`src/rtl/score_record_bank_pkg.sv`:
```
// Shared constants, FSM state encoding and the record-index helper for the score record bank.
// Latency: n/a (declarations only).
// Backpressure: n/a.
package score_record_bank_pkg;

  localparam int SCORE_W = 41;
  localparam int AVG_W   = SCORE_W + 2;

  // song_num value that selects the per-user average instead of a record slot
  localparam logic [1:0] SONG_AVG = 2'b11;

  typedef enum logic [1:0] {
    RB_IDLE = 2'd0,
    RB_SUM  = 2'd1,
    RB_DIV  = 2'd2,
    RB_DONE = 2'd3
  } rb_state_e;

  function automatic logic [3:0] rec_idx(input logic [1:0] user, input logic [1:0] song);
    return {user, song};
  endfunction

endpackage

```
`src/rtl/score_record_bank_if.sv`:
```
// Bundle between the learning core / display side and the score record bank.
// Latency: n/a (wires only).
// Backpressure: none; finished is a level, wr_ack a pulse, everything else is state.
// master: drives finished/score/user/song_num, observes rec_score/avg_valid/busy/wr_ack.
// slave : the record bank.
interface score_record_bank_if;
  import score_record_bank_pkg::*;

  logic               finished;
  logic [SCORE_W-1:0] score;
  logic [1:0]         user;
  logic [1:0]         song_num;
  logic [SCORE_W-1:0] rec_score;
  logic               avg_valid;
  logic               busy;
  logic               wr_ack;

  modport master (
    output finished, score, user, song_num,
    input  rec_score, avg_valid, busy, wr_ack
  );

  modport slave (
    input  finished, score, user, song_num,
    output rec_score, avg_valid, busy, wr_ack
  );

endinterface

```
`src/rtl/score_record_bank_div3_seq.sv`:
```
// Sequential restoring divide-by-3: one quotient bit per cycle, MSB first.
// Latency: i_start sampled at t, AVG_W step cycles t+1..t+AVG_W, o_done high in the last step cycle.
// Backpressure: none; i_abort (wins over i_start) drops the running division at once.
// Ports: clk, rst_n (sync, active-low), i_start/i_dividend load, i_abort,
//        o_done (final step this cycle), o_quot (valid the cycle after o_done).
module score_record_bank_div3_seq
  import score_record_bank_pkg::*;
(
  input  logic               clk,
  input  logic               rst_n,
  input  logic               i_start,
  input  logic               i_abort,
  input  logic [AVG_W-1:0]   i_dividend,
  output logic               o_done,
  output logic [SCORE_W-1:0] o_quot
);

  localparam logic [5:0] STEPS = 6'(AVG_W);

  logic [AVG_W-1:0]   r_dvd;
  logic [SCORE_W-1:0] r_quo;
  logic [1:0]         r_rem;
  logic [5:0]         r_cnt;
  logic               r_run;

  logic [2:0] w_trial;
  logic [2:0] w_sub;
  logic       w_qbit;
  logic [1:0] w_rem_nxt;

  // Remainder is always 0..2, so the trial value {rem, next bit} is 0..5.
  assign w_trial   = {r_rem, r_dvd[AVG_W-1]};
  assign w_qbit    = (w_trial >= 3'd3);
  assign w_sub     = w_trial - 3'd3;
  assign w_rem_nxt = w_qbit ? w_sub[1:0] : w_trial[1:0];

  always_ff @(posedge clk) begin
    if (!rst_n) begin
      r_dvd <= '0;
      r_quo <= '0;
      r_rem <= '0;
      r_cnt <= '0;
      r_run <= 1'b0;
    end else if (i_abort) begin
      r_run <= 1'b0;
    end else if (i_start) begin
      r_dvd <= i_dividend;
      r_quo <= '0;
      r_rem <= '0;
      r_cnt <= STEPS;
      r_run <= 1'b1;
    end else if (r_run) begin
      r_dvd <= {r_dvd[AVG_W-2:0], 1'b0};
      // Quotient register is SCORE_W wide: the two top quotient bits shift out,
      // they are always zero because the dividend is at most 3*(2^SCORE_W-1).
      r_quo <= {r_quo[SCORE_W-2:0], w_qbit};
      r_rem <= w_rem_nxt;
      r_cnt <= r_cnt - 6'd1;
      if (r_cnt == 6'd1) r_run <= 1'b0;
    end
  end

  assign o_done = r_run & (r_cnt == 6'd1);
  assign o_quot = r_quo;

endmodule

```
`src/rtl/score_record_bank.sv`:
```
// 4-user x 3-song registered score store with a sequential per-user average (sum / 3).
// Latency: wr_ack t+1 after a finished rise at t, record readable t+2; reads 1 cycle; average t+47 after trigger.
// Backpressure: none; triggers arriving while busy are folded into one pending recompute.
// Ports: clk, rst_n (sync, active-low), bus (slave side of score_record_bank_if).
module score_record_bank
  import score_record_bank_pkg::*;
(
  input  logic                 clk,
  input  logic                 rst_n,
  score_record_bank_if.slave   bus
);

  logic               r_finished_q;
  logic [SCORE_W-1:0] r_rec [16];
  logic               r_wr_ack;
  logic [SCORE_W-1:0] r_rec_score;
  logic               r_pending;
  rb_state_e          r_state;
  rb_state_e          w_state_nxt;
  logic [1:0]         r_avg_user;
  logic [1:0]         r_user_q;
  logic [SCORE_W-1:0] r_avg_q;
  logic               r_avg_done;

  logic               w_wr;
  logic               w_user_chg;
  logic               w_trig;
  logic               w_start;
  logic               w_abort;
  logic               w_pend_set;
  logic               w_pend_clr;
  logic               w_div_done;
  logic [SCORE_W-1:0] w_quot;
  logic [AVG_W-1:0]   w_sum;
  logic [SCORE_W-1:0] w_rd_dat;

  // Only the rising edge of the level 'finished' writes; slot 3 is the average selector.
  assign w_wr       = bus.finished & ~r_finished_q & (bus.song_num != SONG_AVG);
  assign w_user_chg = (bus.user != r_user_q);
  assign w_trig     = w_user_chg | w_wr;

  assign w_sum = AVG_W'(r_rec[rec_idx(bus.user, 2'd0)])
               + AVG_W'(r_rec[rec_idx(bus.user, 2'd1)])
               + AVG_W'(r_rec[rec_idx(bus.user, 2'd2)]);

  // Slot 3 of every user is never written (w_wr excludes SONG_AVG) and stays at 0.
  always_ff @(posedge clk) begin
    if (!rst_n) begin
      for (int i = 0; i < 16; i++) r_rec[i] <= '0;
    end else if (w_wr) begin
      r_rec[rec_idx(bus.user, bus.song_num)] <= bus.score;
    end
  end

  always_ff @(posedge clk) begin
    if (!rst_n) r_state <= RB_IDLE;
    else        r_state <= w_state_nxt;
  end

  // A trigger seen in IDLE while pending is already set needs no extra run: the
  // SUM that follows sees the new user and the freshly written record.
  // A user change while busy restarts SUM directly instead of queueing.
  always_comb begin
    w_state_nxt = r_state;
    w_start     = 1'b0;
    w_abort     = 1'b0;
    w_pend_set  = 1'b0;
    w_pend_clr  = 1'b0;
    case (r_state)
      RB_IDLE: begin
        if (r_pending) begin
          w_state_nxt = RB_SUM;
          w_pend_clr  = 1'b1;
        end else begin
          w_pend_set  = w_trig;
        end
      end
      RB_SUM: begin
        w_start = 1'b1;
        if (w_user_chg) begin
          w_abort = 1'b1;
        end else begin
          w_state_nxt = RB_DIV;
          w_pend_set  = w_wr;
        end
      end
      RB_DIV: begin
        if (w_user_chg) begin
          w_abort     = 1'b1;
          w_state_nxt = RB_SUM;
        end else begin
          w_pend_set = w_wr;
          if (w_div_done) w_state_nxt = RB_DONE;
        end
      end
      RB_DONE: begin
        w_state_nxt = RB_IDLE;
        w_pend_set  = w_trig;
      end
      default: w_state_nxt = RB_IDLE;
    endcase
  end

  score_record_bank_div3_seq u_div3 (
    .clk        (clk),
    .rst_n      (rst_n),
    .i_start    (w_start),
    .i_abort    (w_abort),
    .i_dividend (w_sum),
    .o_done     (w_div_done),
    .o_quot     (w_quot)
  );

  // In DONE the quotient bypasses avg_q so the new average shows with avg_valid.
  always_comb begin
    w_rd_dat = r_rec[rec_idx(bus.user, bus.song_num)];
    if (bus.song_num == SONG_AVG) w_rd_dat = (r_state == RB_DONE) ? w_quot : r_avg_q;
  end

  always_ff @(posedge clk) begin
    if (!rst_n) begin
      r_finished_q <= 1'b0;
      r_wr_ack     <= 1'b0;
      r_rec_score  <= '0;
      r_pending    <= 1'b1;
      r_avg_user   <= '0;
      r_user_q     <= '0;
      r_avg_q      <= '0;
      r_avg_done   <= 1'b0;
    end else begin
      r_finished_q <= bus.finished;
      r_wr_ack     <= w_wr;
      r_user_q     <= bus.user;
      r_rec_score  <= w_rd_dat;
      if (w_pend_clr)      r_pending <= 1'b0;
      else if (w_pend_set) r_pending <= 1'b1;
      if (r_state == RB_SUM) r_avg_user <= bus.user;
      if (r_state == RB_DONE) begin
        r_avg_q    <= w_quot;
        r_avg_done <= 1'b1;
      end
      if (w_state_nxt == RB_SUM) r_avg_done <= 1'b0;
    end
  end

  assign bus.rec_score = r_rec_score;
  // A queued recompute hides the previous (now stale) average.
  assign bus.avg_valid = r_avg_done & (r_avg_user == bus.user) & ~r_pending;
  assign bus.busy      = (r_state != RB_IDLE);
  assign bus.wr_ack    = r_wr_ack;

endmodule

```
`src/flat_wrapper.sv`:
```
// flat-port wrapper written by rule: the top's interface ports become plain ports
module score_record_bank_flat import score_record_bank_pkg::*;
  (clk, rst_n, bus_finished, bus_score, bus_user, bus_song_num, bus_rec_score, bus_avg_valid, bus_busy, bus_wr_ack);
  score_record_bank_if bus_i ();
  input  logic clk;
  input  logic rst_n;
  input wire logic [$bits(bus_i.finished)-1:0] bus_finished;
  input wire logic [$bits(bus_i.score)-1:0] bus_score;
  input wire logic [$bits(bus_i.user)-1:0] bus_user;
  input wire logic [$bits(bus_i.song_num)-1:0] bus_song_num;
  output wire logic [$bits(bus_i.rec_score)-1:0] bus_rec_score;
  output wire logic [$bits(bus_i.avg_valid)-1:0] bus_avg_valid;
  output wire logic [$bits(bus_i.busy)-1:0] bus_busy;
  output wire logic [$bits(bus_i.wr_ack)-1:0] bus_wr_ack;
  assign bus_i.finished = bus_finished;
  assign bus_i.score = bus_score;
  assign bus_i.user = bus_user;
  assign bus_i.song_num = bus_song_num;
  assign bus_rec_score = bus_i.rec_score;
  assign bus_avg_valid = bus_i.avg_valid;
  assign bus_busy = bus_i.busy;
  assign bus_wr_ack = bus_i.wr_ack;
  score_record_bank u_core (.clk(clk), .rst_n(rst_n), .bus(bus_i));
endmodule
```
`config.mk`:
```
export PLATFORM = sky130hd
export DESIGN_NAME = score_record_bank_flat
export DESIGN_NICKNAME = d
export VERILOG_FILES = /design/src/rtl/score_record_bank_pkg.sv /design/src/rtl/score_record_bank_if.sv /design/src/rtl/score_record_bank_div3_seq.sv /design/src/rtl/score_record_bank.sv /design/src/flat_wrapper.sv
export SDC_FILE = /design/constraint.sdc
export NUM_CORES = 1
export LEC_CHECK = 0
export ABC_AREA = 1
export CAP_MARGIN = 25
export CORE_AREA = 2 2 256 258
export CTS_BUF_LIST = sky130_fd_sc_hd__clkbuf_4 sky130_fd_sc_hd__clkbuf_8
export CTS_CLUSTER_DIAMETER = 60
export DETAILED_ROUTE_END_ITERATION = 6
export DIE_AREA = 0 0 258 260
export HOLD_SLACK_MARGIN = 0.05
export PLACE_DENSITY = 0.69
export SLEW_MARGIN = 20
export SYNTH_ARGS = -nofsm -noshare
export SYNTH_HDL_FRONTEND = slang
export SYNTH_HIERARCHICAL = 1
export SYNTH_SLANG_ARGS = --single-unit
export TNS_END_PERCENT = 30
```
`constraint.sdc`:
```
create_clock -name clk -period 3.76 [get_ports clk]
set_clock_uncertainty 0.2 [all_clocks]
set_input_delay 0.752 -clock clk [delete_from_list [all_inputs] [get_ports clk]]
set_output_delay 0.752 -clock clk [all_outputs]
set_load 0.01 [all_outputs]
```
==> impl_metrics.env, run 1 <==
export IMPL_status="completed"
export IMPL_final_setup_viol_count=0
export IMPL_timing_rr_start="u_core/r_rec[2][16]"
export IMPL_hold_ws_ps=207.6
export IMPL_power_density_nw_per_um2=461.4
export IMPL_worst_slew_pin_slew_ps=941.6
export IMPL_htree_levels=3
export IMPL_die_height_microns=260
export IMPL_fin_cells=4688
export IMPL_syn_area_per_cell_sq_um=9.134
export IMPL_fin_ws_ps=54.67
export IMPL_ir_worst_vdd_uv=254.9
export IMPL_viasPerCell=5.481
export IMPL_synthToLayoutAreaGrowth_pct=22.35
export IMPL_dp_cells=4468
export IMPL_grtUsageTotal=0.2936
export IMPL_cts_buffer_depth=3
export IMPL_maxCapViolations=0
export IMPL_syn_area_sq_um=31780
export IMPL_reg2regPathDepth=17
export IMPL_cts_tree="done"
export IMPL_grt_max_degree=87
export IMPL_cts_clk_slew_worst_paths_ps=60
export IMPL_cp_end_kind="register"
export IMPL_routedWlPerCell_microns=21.06
export IMPL_grt_first_pass_wirelength_mm=149.0
export IMPL_cts_buffers=107
export IMPL_hpwl_mm=63.92
export IMPL_cp_max_fo=7
export IMPL_start_util=0.4956
export IMPL_hold_viol_final=0
export IMPL_synth_top_area_share=0.4649
export IMPL_place_gp_congestion=0.9485
export IMPL_cts_sinks=677
export IMPL_final_nets=3890
export IMPL_hold_path_endpoint="u_core/r_user_q[1]"
export IMPL_grt_overflow=0
export IMPL_die_width_microns=258
export IMPL_r2r_end="u_core/u_div3/r_dvd[37]"
export IMPL_start_kind="input port"
export IMPL_drive_above_1_share=0.1770
export IMPL_rows=93
export IMPL_cp_data_arrival_time_ps=4070
export IMPL_synth_edf_count=492
export IMPL_whs_path_depth=4
export IMPL_p_leak_nw=16.40
export IMPL_synth_top_cell_by_area="edfxtp_1"
export IMPL_routed_via_count=25690
export IMPL_fin_crit_sh=0.9855
export IMPL_worst_ep_required_time_ps=4130
export IMPL_grt_setup_unrepaired="yes"
export IMPL_period_minus_slack_ps=3705
export IMPL_drc_errors=0
export IMPL_postSynth_asyncResetShare=0
export IMPL_core_area_sq_um=64120
export IMPL_synthCells=3479
export IMPL_fp_dieArea_sq_um=67080
export IMPL_antenna_left=0
export IMPL_post_synth_num_cell_types=35
export IMPL_rrSetupSlack_ps=460
export IMPL_cts_root_buf="clkbuf_8"
export IMPL_max_freq_mhz=269.9
export IMPL_synth_warnings=6
export IMPL_drt_first_pass_iters=6
export IMPL_maxSlewHeadroom=0.3723
export IMPL_synth_seq_area_share=0.5815
export IMPL_hold_class="input port to register"
export IMPL_drt_wl_total_mm=98.73
export IMPL_synthFlopType="edfxtp_1"
export IMPL_pre_cts_ws_ps=-1055
export IMPL_drv_slew=0
export IMPL_drt_initial_drc_count=2821
export IMPL_criticalPathCategory="input port to register"
export IMPL_worstSkewPairLatency_ps=740
export IMPL_ctsHoldBuffers=0
export IMPL_synth_seq_cells=677
export IMPL_io_buffer_count=91
export IMPL_min_delay_start="bus_user[1]"
export IMPL_grt_pass1_vias=24740
export IMPL_finalSetupTns_ps=0
export IMPL_synthTopCellsByArea="edfxtp_1 (46%), dfxtp_1 (12%), nand2_1 (11%)"
export IMPL_syn_nets=3617
export IMPL_antenna_found_initial=1
export IMPL_io_pins=92
==> per-layer routing <==
layer	vias up	GRT usage	part of all wire
li1	11990	-	-
met1	12230	0.4106	0.42
met2	1308	0.4540	0.45
met3	169	0.06667	0.10
met4	0	0.09714	0.024
met5	-	0	0
==> final cells by class <==
class / instances / area (sq um)
multi-input cells: 2329 / 12440
clock buffers: 148 / 1812
inverters: 256 / 973.4
diodes: 2 / 5.005
well taps: 855 / 1070
repair buffers: 381 / 3771
clock inverters: 40 / 330.3
fillers: 5351 / 25230
flip-flops and latches: 677 / 18480
==> worst max-delay path: stages <==
cell	delay, ps
dlygate4sd2_1	220
buf_6	140
nor2_4	50
buf_12	130
bufbuf_16	270
buf_4	130
nand2_1	60
nand4_1	240
fa_1	670
ha_4	230
nand2_1	100
buf_4	130
inv_1	40
nand2_1	50
nand2_1	60
a21oi_1	240
nand3_4	150
nand2_2	100
nand2_1	50
nand2_1	50
nand2_1	40
nand2_1	60
a31oi_1	70
==> cells in the mapped netlist (10+ instances only) <==
cell type  count
nand4_1       32
ha_1          48
nor2_1       622
nand2_1      973
mux2i_1       41
a21oi_1      113
a31oi_1       57
a22oi_1      109
dfxtp_1      185
o21ai_0       68
buf_2         70
nor3_1        13
fa_1          42
inv_1        251
edfxtp_1     492
nand3_1      165
xor2_1        17
buf_1         10
clkbuf_1     129
==> cell families (layout without fill, tap and decap cells) <==
family / Yosys count / in the layout / share of synthesized area
AO/OA/AOI/OAI: 353 / 353 / 0.06689
flip-flops: 677 / 677 / 0.5815
buffers and inverters: 473 / 825 / 0.05993
multiplexers: 41 / 41 / 0.01291
adder cells (fa/ha/maj): 90 / 90 / 0.04536
XOR/XNOR: 26 / 26 / 0.007166
other: 0 / 2 / 0
AND/OR/NAND/NOR: 1819 / 1819 / 0.2263
==> placed cells by master, fill, tap and decap left out, types with 13 or more instances in the layout <==
master and instances:
nand2_1 922, nor2_1 604, edfxtp_1 492, inv_1 247, buf_4 238, dfxtp_1 185, clkbuf_8 112, nand3_1 105
a21oi_1 100, a22oi_1 92, clkdlybuf4s50_1 86, o21ai_0 64, nand3_2 58, a31oi_1 57, nand2_2 48, buf_12 41
mux2i_1 41, fa_1 38, clkbuf_4 36, nand4_1 32, ha_4 26, clkinv_1 21, ha_1 19, a22oi_2 17
xor2_1 17, nor2_2 14, a21oi_2 13
==> metrics by stage <==
step                power [mW]  utilization  cell area (sq um)
detailed placement       11.36       0.5518              35380
finish                   17.94       0.6064              38880
CTS                      17.88       0.6008              38520
global route             18.62       0.6064              38880
global placement         11.35       0.5518              35380
floorplan                10.05            -              31810
==> what timing repair did <==
item,4_1_cts,5_1_grt
gates resized for setup,128,75
setup endpoints to repair,33,29
buffers inserted,18,7
pin swaps,46,44
cloned,5,0
==> sequential cells by signal (all words and copies together) (netlist names) <==
register and count:
u_core/r_user_q 2, u_core/r_rec 492, u_core/u_div3/r_run 1, u_core/u_div3/r_dvd 43, u_core/r_state 2, u_core/r_avg_done 1
u_core/bus.rec_score 41, u_core/u_div3/o_quot 41, u_core/bus.wr_ack 1, u_core/r_avg_user 2, u_core/u_div3/r_cnt 6, u_core/u_div3/r_rem 2
u_core/r_finished_q 1, u_core/r_pending 1, u_core/r_avg_q 41
==> worst max path at each step <==
| stage | endpoint | startpoint | slack (ps) |
|---|---|---|---|
| final | u_core/u_div3/r_dvd[37] | bus_user[0] | 50 |
| after global routing | u_core/u_div3/r_dvd[37] | bus_user[0] | -70 |
| after CTS | u_core/u_div3/r_dvd[40] | bus_user[1] | 140 |
| after detailed placement | u_core/u_div3/r_dvd[38] | bus_user[1] | -1060 |
| after global placement | u_core/u_div3/r_dvd[38] | bus_user[1] | -1050 |
| after floorplan | u_core/u_div3/r_dvd[41] | bus_user[1] | 40 |
==> report_power, final <==
part           switching, mW  leakage [nW]  internal, mW  total, mW
Clock                   2.95          1.13          3.40       6.35
Sequential             0.103          6.78          8.25       8.35
Combinational           1.98          8.50          1.26       3.24
Total                   5.03          16.4          12.9       17.9
(Power assumes the default switching activity.)
==> run 2, diff against run 1 <==
--- a/config.mk
+++ b/config.mk
@@ -6,10 +6,11 @@
 export NUM_CORES = 1
 export LEC_CHECK = 0
 export ABC_AREA = 1
-export CAP_MARGIN = 25
+export CAP_MARGIN = 20
 export CORE_AREA = 2 2 256 258
 export CTS_BUF_LIST = sky130_fd_sc_hd__clkbuf_4 sky130_fd_sc_hd__clkbuf_8
 export CTS_CLUSTER_DIAMETER = 60
+export CTS_CLUSTER_SIZE = 8
 export DETAILED_ROUTE_END_ITERATION = 6
 export DIE_AREA = 0 0 258 260
 export HOLD_SLACK_MARGIN = 0.05
==> impl_metrics.env, run 2 (same netlist as run 1, synthesis figures left out) <==
export IMPL_whs_path_depth=4
export IMPL_path_buf_inv=7
export IMPL_drv_slew=0
export IMPL_maxSlewHeadroom=0.3614
export IMPL_p_comb_frac=0.188
export IMPL_drive_above_1_share=0.1720
export IMPL_routed_via_count=25520
export IMPL_cts_tree="done"
export IMPL_worst_path_stages=21
export IMPL_final_cell_mix="nand2_1 (926), nor2_1 (602), edfxtp_1 (492)"
export IMPL_final_nets=3879
export IMPL_cp_end_kind="register"
export IMPL_p_leak_nw=16.16
export IMPL_crit_path_cell_trace="buf_4, buf_12, nor2_4, buf_12, bufbuf_16, buf_4, nand2_1, nand4_1, fa_1, ha_4, nand2_2, buf_4, nor2_4, nand2_2, nor2_2, nand2_2, nand3_4, buf_4, xor2_1, nand2_1, a31oi_1"
export IMPL_final_setup_viol_count=0
export IMPL_power_density_nw_per_um2=445.6
export IMPL_mostFrequentLayoutCell="nand2_1"
export IMPL_synthToLayoutAreaGrowth_pct=20.77
export IMPL_io_buffer_count=91
export IMPL_worst_ep_required_time_ps=4170
export IMPL_grtUsageTotal=0.2904
export IMPL_cts_buffer_depth=3
export IMPL_cts_sinks=677
export IMPL_antenna_found_initial=2
export IMPL_cp_data_arrival_time_ps=4040
export IMPL_maxCapViolations=0
export IMPL_reg2regPathDepth=16
export IMPL_clkPwrFrac=0.324
export IMPL_start_util=0.4956
export IMPL_hold_viol_final=0
export IMPL_place_gp_congestion=0.9485
export IMPL_routedWlPerCell_microns=21.14
export IMPL_htree_levels=3
export IMPL_die_height_microns=260
export IMPL_drt_first_pass_iters=6
export IMPL_critPathTopFamily="buffers and inverters"
export IMPL_fp_dieArea_sq_um=67080
export IMPL_fin_crit_sh=0.9647
export IMPL_switching_share=0.2806
export IMPL_worstSkewPairLatency_ps=740
export IMPL_crit_top_cell="buf_4"
export IMPL_viasPerCell=5.493
export IMPL_drt_wl_total_mm=98.18
export IMPL_cp_startpoint="bus_user[1]"
export IMPL_drt_initial_drc_count=2777
export IMPL_pwr_share_seq=0.488
export IMPL_period_minus_slack_ps=3627
export IMPL_post_route_util=0.5986
export IMPL_status="completed"
export IMPL_core_area_sq_um=64120
export IMPL_io_pins=92
export IMPL_cp_max_fo=7
export IMPL_rows=93
export IMPL_cts_root_buf="clkbuf_8"
export IMPL_worst_slew_pin_slew_ps=957.9
export IMPL_cts_buffers=96
export IMPL_fillers=5405
export IMPL_rrSetupSlack_ps=390
export IMPL_hpwl_mm=63.92
export IMPL_critPathCapture="u_core/u_div3/r_dvd[21]"
export IMPL_ir_worst_vdd_uv=277.0
export IMPL_cts_clk_slew_worst_paths_ps=60
export IMPL_timing_rr_start="u_core/r_rec[4][1]"
export IMPL_p_switching_mw=4.799
export IMPL_largestRegisters="u_core/r_rec (492), u_core/u_div3/r_dvd (43)"
export IMPL_largest_reg_flops=492
export IMPL_drc_errors=0
export IMPL_grt_overflow=0
export IMPL_slowest_delay_ps=610
export IMPL_hold_class="input port to register"
export IMPL_intPower_mw=12.30
export IMPL_hold_ws_ps=198.3
export IMPL_r2r_end="u_core/u_div3/r_dvd[21]"
export IMPL_critPathSlowestCell="fa_1"
export IMPL_antenna_left=0
export IMPL_grt_max_degree=87
export IMPL_max_freq_mhz=275.7
export IMPL_grt_pass1_vias=24330
export IMPL_criticalPathCategory="input port to register"
export IMPL_start_kind="input port"
export IMPL_grt_first_pass_wirelength_mm=147.6
export IMPL_die_width_microns=258
export IMPL_regMostFlops="u_core/r_rec"
## run 2: cell count changes in the layout (fill, tap and decap cells not counted), sizes merged, moves of 2 or more
cell,delta
clkinv,-24
clkbuf,-14
diode,+4
inv,-4
bufinv,-3
clkinvlp,-2
## run 2: power by group through the flow
stage / Combinational (mW) / Sequential, mW / Clock (mW)
2_1_floorplan: 1.55 / 8.49 / 0
3_5_place_dp: 2.86 / 8.50 / 0
6_report: 3.22 / 8.35 / 5.53
3_3_place_gp: 2.86 / 8.49 / 0
5_1_grt: 3.47 / 8.37 / 5.90
4_1_cts: 3.00 / 8.34 / 5.60
## run 2: how the worst min path moves through the flow
stage	from	to	slack, ps
after floorplan	u_core/u_div3/o_quot[40]	u_core/u_div3/o_quot[40]	250
after global placement	u_core/u_div3/r_dvd[0]	u_core/u_div3/r_dvd[0]	250
after detailed placement	u_core/u_div3/r_dvd[0]	u_core/u_div3/r_dvd[0]	260
after CTS	bus_song_num[1]	u_core/bus.rec_score[22]	230
after global routing	bus_user[0]	u_core/r_user_q[0]	200
final	bus_user[0]	u_core/r_user_q[0]	200
## run 2: worst reg2reg max path, stage by stage, from the launching register on
cell and delay (ps):
edfxtp_1 390, nand2_1 90, nand4_1 300, fa_1 640
ha_2 180, inv_2 40, fa_2 380, inv_2 100
nand2_2 50, nand2_2 50, and2_4 140, nand2_2 70
nand3_4 110, buf_4 120, xor2_1 150, nand2_1 80
a31oi_1 160
## run 2: area by class of cell
| type | count | area, sq um | area share |
|---|---|---|---|
| antenna | 6 | 15.01 | 0.0003912 |
| clock buffer | 134 | 1625 | 0.04235 |
| clock inverter | 7 | 93.84 | 0.002445 |
| inverter | 256 | 975.9 | 0.02543 |
| multi-input combinational | 2329 | 12420 | 0.3237 |
| sequential | 677 | 18480 | 0.4815 |
| tap | 855 | 1070 | 0.02787 |
| timing repair buffer | 381 | 3697 | 0.09634 |
## run 2: per-stage QoR
stage	cell area, sq um	cells	TNS (ps)	setup WS (ps)	total power, mW
floorplan	31810	3479	0	41.41	10.05
global placement	35380	4468	-34460	-1047	11.35
detailed placement	35380	4468	-35690	-1055	11.36
CTS	37690	4623	0	28.58	16.95
global route	38380	4644	-10.73	-10.73	17.73
finish	38380	4645	0	132.6	17.10
## run 2: repair_timing
item / 4_1_cts / 5_1_grt
pin swaps: 33 / 52
gates cloned: 4 / 0
hold endpoints to repair: 0 / 0
hold buffers: 0 / 0
setup buffers: 10 / 16
setup endpoints to repair: 34 / 34
gates resized for setup: 77 / 127
## run 2: routing by layer
| metal | share of wire | routed length [microns] | global-route usage | vias up |
|---|---|---|---|---|
| li1 | - | - | - | 11930 |
| met1 | 0.42 | 41630 | 0.4141 | 12210 |
| met2 | 0.46 | 44720 | 0.4526 | 1204 |
| met3 | 0.098 | 9662 | 0.05439 | 168 |
| met4 | 0.022 | 2164 | 0.08783 | 0 |
| met5 | 0 | 0 | 0 | - |
